`config.mk`:
```
export PLATFORM = sky130hd
export DESIGN_NAME = aes_spi_master
export DESIGN_NICKNAME = d
export VERILOG_FILES = /design/src/rtl/aes_spi_master.sv
export SDC_FILE = /design/constraint.sdc
export NUM_CORES = 1
export LEC_CHECK = 0
export ABC_AREA = 1
export CORE_MARGIN = 3
export CORE_UTILIZATION = 30
export CTS_CLUSTER_SIZE = 30
export DETAILED_ROUTE_END_ITERATION = 8
export PLACE_DENSITY_LB_ADDON = 0.05
export SYNTH_ARGS = -nofsm -noshare
export SYNTH_HDL_FRONTEND = slang
export SYNTH_SLANG_ARGS = --single-unit
```
`constraint.sdc`:
```
create_clock -name clk -period 25.4 [get_ports clk]
set_input_delay 5.08 -clock clk [delete_from_list [all_inputs] [get_ports clk]]
set_output_delay 5.08 -clock clk [all_outputs]
set_load 0.05 [all_outputs]
```
`src/rtl/aes_spi_master.sv`:
```
// SPI master for one AES decryption slave frame: shifts {ciphertext, key}
// out MSB-first with cs low, idles through the slave's decrypt latency, then
// shifts the 128-bit plaintext back in from miso and presents it on text_out.
//
// Handshake: start is a request sampled only in IDLE. The edge that sees
// start=1 in IDLE accepts it, and busy goes high on that edge. While busy=1,
// start is ignored and text_in/key_in are not re-latched. done pulses for one
// cycle, and busy is already low in that cycle, so a start held high in the
// done cycle begins the next frame with exactly one cs-high cycle between
// frames.
module aes_spi_master #(
  parameter int NK          = 4,
  parameter int WAIT_CYCLES = 54
) (
  input  logic              clk,
  input  logic              reset,
  input  logic              start,
  input  logic [127:0]      text_in,
  input  logic [32*NK-1:0]  key_in,
  output logic              cs,
  output logic              mosi,
  input  logic              miso,
  output logic              busy,
  output logic              done,
  output logic [127:0]      text_out,
  output logic [1:0]        state_dbg
);

  localparam int T      = 128 + 32*NK;
  localparam int CMAX   = (T > WAIT_CYCLES) ? T : WAIT_CYCLES;
  localparam int CW_RAW = $clog2(CMAX + 1);
  localparam int CW     = (CW_RAW < 9) ? 9 : CW_RAW;
  localparam int WLAST  = (WAIT_CYCLES > 0) ? WAIT_CYCLES - 1 : 0;

  localparam logic [CW-1:0] C_T     = CW'(T);
  localparam logic [CW-1:0] C_WLAST = CW'(WLAST);
  localparam logic [CW-1:0] C_RLAST = CW'(127);

  typedef enum logic [1:0] {
    S_IDLE = 2'd0,
    S_SEND = 2'd1,
    S_WAIT = 2'd2,
    S_RECV = 2'd3
  } state_t;

  state_t           r_state;
  logic [CW-1:0]    r_cnt;
  // The first TX bit goes straight from text_in[127] to mosi on the accept
  // edge, so only the remaining T-1 bits need to be held for shifting.
  logic [T-2:0]     r_tx;
  // The last plaintext bit is taken directly from miso on the final edge,
  // so only the first 127 samples are stored here.
  logic [126:0]     r_rx;
  logic             r_cs;
  logic             r_mosi;
  logic             r_busy;
  logic             r_done;
  logic [127:0]     r_text_out;

  assign cs        = r_cs;
  assign mosi      = r_mosi;
  assign busy      = r_busy;
  assign done      = r_done;
  assign text_out  = r_text_out;
  assign state_dbg = r_state;

  // Frame sequencer: accept, shift out, wait for the slave, shift in, report.
  always_ff @(posedge clk or posedge reset) begin
    if (reset) begin
      r_state    <= S_IDLE;
      r_cnt      <= '0;
      r_tx       <= '0;
      r_rx       <= '0;
      r_cs       <= 1'b1;
      r_mosi     <= 1'b0;
      r_busy     <= 1'b0;
      r_done     <= 1'b0;
      r_text_out <= '0;
    end else begin
      r_done <= 1'b0;
      case (r_state)
        S_IDLE: begin
          if (start) begin
            r_tx    <= {text_in[126:0], key_in};
            r_cs    <= 1'b0;
            r_mosi  <= text_in[127];
            r_busy  <= 1'b1;
            r_cnt   <= CW'(1);
            r_state <= S_SEND;
          end
        end
        S_SEND: begin
          // r_cnt counts bits already presented; after T of them, stop.
          if (r_cnt == C_T) begin
            r_mosi  <= 1'b0;
            r_cnt   <= '0;
            r_state <= (WAIT_CYCLES == 0) ? S_RECV : S_WAIT;
          end else begin
            r_mosi <= r_tx[T-2];
            r_tx   <= {r_tx[T-3:0], 1'b0};
            r_cnt  <= r_cnt + CW'(1);
          end
        end
        S_WAIT: begin
          if (r_cnt == C_WLAST) begin
            r_cnt   <= '0;
            r_state <= S_RECV;
          end else begin
            r_cnt <= r_cnt + CW'(1);
          end
        end
        S_RECV: begin
          r_rx <= {r_rx[125:0], miso};
          if (r_cnt == C_RLAST) begin
            // text_out changes only here, all 128 bits at once.
            r_text_out <= {r_rx, miso};
            r_done     <= 1'b1;
            r_busy     <= 1'b0;
            r_cs       <= 1'b1;
            r_cnt      <= '0;
            r_state    <= S_IDLE;
          end else begin
            r_cnt <= r_cnt + CW'(1);
          end
        end
        default: r_state <= S_IDLE;
      endcase
    end
  end

endmodule
```
**After elaboration in Yosys (flattened, before gate mapping)**

Cells that the tools add are included.

- Register bits: 525
- Bits of input ports: 260
- Output and inout port bits: 134
- Word-level logic and storage cells: 53

- $add $sub $neg: 1
- Equality and inequality tests: 11
- Mux-type cells: 24
- Reductions and logical operators: 8

Operators by type and width:

| cell | number |
|---|---|
| 255-bit two-way mux | 2 |
| 255-bit case mux with 2 select lines | 1 |
| 9-bit two-way mux | 4 |
| 9-bit case mux with 4 select lines | 1 |
| 2-bit != test (second input constant) | 5 |
| 9-bit by 1-bit adder with 9-bit output (second input constant) | 1 |
| 9-bit by 6-bit == test with 1-bit output (second input constant) | 1 |
| 9-bit by 7-bit == test with 1-bit output (second input constant) | 1 |
| 9-bit == test (second input constant) | 1 |
| 1-bit two-way mux | 8 |
| 2-bit two-way mux | 4 |
| 2-bit case mux with 4 select lines | 1 |
| 1-bit case mux with 2 select lines | 3 |
| 3-bit AND reduction | 2 |
| 2-bit == test (second input constant) | 2 |
| 2-bit AND reduction | 2 |
| 4-bit AND reduction | 1 |
| 2-bit nonzero test | 2 |
| 2-bit by 1-bit == test with 1-bit output (second input constant) | 1 |
| 2-bit logical NOT | 1 |

**Longest topological paths before layout**

- Word-level depth: 3
- Gate-level depth with buffers: 11

**Worst setup path before layout**

Ideal clock, no wire load.

- Path kind: input to register
- From: input port start
- To: register r_tx[100]
- Setup time: 0.065 ns
- Arrival time: 6.036 ns
- Required time: 25.335 ns
- Setup slack: 19.299 ns
- Stages on the path: 8
- Path through: nor2_1 a21oi_2 o21ai_2 buf_4 buf_4 buf_4 nand2_1 nand2_1

- Word-level cells in the longest chain between the ends: 2

Ends and longest elaborated chain:

| what | line | text |
|---|---|---|
| from (decl) | 17 | `input logic start,` |
| 2-bit != test (no source line) | n/a |  |
| 3-bit AND reduction (no source line) | n/a |  |
| to (signal assigned) | 84 | `r_tx <= {text_in[126:0], key_in};` |
| to (signal assigned) | 100 | `r_tx <= {r_tx[T-3:0], 1'b0};` |
| to (decl) | 50 | `logic [T-2:0] r_tx;` |

No other way between the ends.
A chain may end at the register's enable or synchronous reset.

**Worst setup path after layout**

- From: input port start
- To: register r_tx[253]

Same word-level chain as after synthesis.

==> flow_summary.toml <==
[synth]
synthDistinctLibCells = 25
yosysWarnings = 0
synth_area_per_cell_um2 = 7.71
synth_common_cells = "nand2_1 (1942), dfrtp_1 (524), o21ai_0 (137), inv_1 (104), o21a_1 (85)"
synthTopCellsByArea = "dfrtp_1 (56%), nand2_1 (31%), o21ai_0 (2.9%), o21a_1 (2.7%), inv_1 (1.7%)"
ys_ff_latch = 525
syn_nets = 3294
synth_top_area_share_pct = 56.2
synthCells = 3026
async_flop_share_pct = 100
synth-main-ff-cell = "dfrtp_1"
ys_seq_area_share_pct = 56.3
synthesis.area_um2 = 23300
synth-edff-count = 0
synth_most_common_cell = "nand2_1"
synth_area_leader_cell = "dfrtp_1"

[layout]
fin_nets = 3597
area_delta_synth_final_pct = 29.3
drive_gt1_share_pct = 3.79

[timing]
fin_skew_ns = 0.0162
final_max_slew_viol_count = 0
rsz0062_at_grt = "no"
setup_viol = 0
max-slew-margin-rel_pct = 27.4
finalCritPeriodShare_pct = 29.7
fmax_mhz = 132
min_period_ns = 7.55
finalSetupTns_ns = 0
tightest_slew_ns = 1.09
hold_viol_final = 0

[grt]
grt_pass1_vias = 19300
grt_pass1_wl_um = 107000
track_usage_pct = 16.1
grt_max_degree = 215
grt_antenna_before_repair = 8
grt_remaining_overflow = 0

[critical_path]
required_ns = 25.83
end_kind = "flop"
start_kind = "input port"
arrival_ns = 7.98
crit_type = "in -> reg"
crit_fanout = 163

[clocking]
clk_latency_ns = 0.60
ctsHoldBuffers = 0
clock_sinks = 525
cts_root_buf = "clkbuf_16"
cts_tree = "done"
clkSlewWorstSetupHoldPaths_ns = 0.05
post_cts_buffers = 0
ctsResizeCount = 0
cts_made_buffers = 66
cts_max_level = 3
clock_path_buffers = 3

[place]
portBuffers = 393
gp_congestion = 0.772
dp.final_hpwl_um = 40600

[route]
drtPass1Iterations = 7
antenna_left = 0
post_drt_wl_per_cell_um = 15.1
routed_wl_um = 66500
drc = 0
dr_total_vias = 19400
drtIter0Drc = 1283
vias_per_cell = 4.38

[flow_run]
drv_cap = 0

[floorplan]
die_width_um = 285
core_area_um2 = 76500
ios = 394
dieArea_um2 = 81200
die_y_um = 285
initial_core_util_pct = 30.5
row_count = 101

[power_and_ir_drop]
p_leak_nw = 15.4
ir_worst_vdd_uv = 105
p_total_mw = 3.18
power_density_nw_per_um2 = 105

[outcome]
status = "finished clean"

[worst_hold_path]
hp-class = "reg -> reg"
-- sequential cells by signal, indices dropped and copies added, names as in the netlist --
register	count
r_tx	255
text_out	128
r_rx	127
r_cnt	9
state_dbg	2
busy	1
cs	1
done	1
mosi	1
-- worst max-delay path, cell delays in order --
cell	delay, ns
clkdlybuf4s50_1	0.46
nor2_1	0.09
a21oi_2	0.32
o21ai_4	0.14
inv_8	0.69
buf_4	0.91
o21ai_0	0.19
-- layer usage --
metal / part of all wire, % / track usage [%]
met5: 0.035 / 0
met4: 2.1 / 4.44
met3: 5.5 / 4.04
met2: 47 / 26.5
met1: 46 / 21.2
-- metrics by stage --
stage               std cells  hold WS (ns)  instance area [um^2]  utilization (%)  worst slack (ns)
CTS                      4410         0.473                 30200             39.5             17.79
finish                   4416         0.472                 30200             39.5             17.85
global placement         4291         0.459                 27900             36.5             17.16
global route             4411         0.491                 30200             39.5             17.47
detailed placement       4291         0.459                 27900             36.5             17.12
floorplan                3026         0.442                 23300                -              5.65
-- cell families (layout without fill, tap and decap cells) --
| logic type | Yosys count | count (layout) | synth area share, % |
|---|---|---|---|
| compound gates | 233 | 233 | 5.94 |
| simple gates | 1979 | 1979 | 32.0 |
| other cells | 0 | 6 | 0 |
| flops | 525 | 525 | 56.3 |
| fa+ha+maj | 8 | 8 | 0.429 |
| xor+xnor | 1 | 1 | 0.0375 |
| buf+inv | 280 | 634 | 5.28 |
-- cell usage in the layout, fill, tap and decap left out, types with 2 or more instances in the layout --
cell type / instances
a21oi_1: 3
buf_12: 3
buf_4: 11
bufinv_16: 4
clkbuf_1: 18
clkbuf_16: 67
clkbuf_8: 15
clkdlybuf4s50_1: 393
clkinv_2: 8
clkinv_8: 2
dfrtp_1: 524
diode_2: 6
ha_1: 6
ha_4: 2
inv_1: 103
inv_16: 4
inv_2: 2
inv_8: 3
nand2_1: 1942
nand3_1: 12
nor2_1: 20
nor2_4: 2
o21a_1: 85
o21ai_0: 137
o21ai_1: 5
-- power breakdown --
group / switching [mW] / internal [mW] / total (mW)
clock network: 0.380 / 0.578 / 0.958
logic: 0.744 / 0.314 / 1.06
registers: 0.106 / 1.06 / 1.16
total: 1.23 / 1.95 / 3.18
-- final cells by class --
class	instances	area, um^2
clock buffer	100	1950
tap	1030	1290
inverter	108	428
antenna	6	15.0
fill	7853	46300
sequential	525	13100
timing repair buffer	407	4080
clock inverter	19	280
multi-input combinational	2221	9010
-- worst paths after layout --
check                            endpoint  slack (ns)  cells after the start          from
worst max-delay path            r_tx[253]       17.85                      7         start
worst min-delay path              r_tx[0]        0.47                      2       r_tx[0]
worst max register to register  r_tx[253]       20.65                      8  state_dbg[1]
worst min register to register    r_tx[0]        0.47                      2       r_tx[0]
max in group asynchronous            busy       17.97                      4         reset
min in group asynchronous       r_tx[206]        4.98                      2         reset
Note: power is estimated with default switching activity, not from simulation.
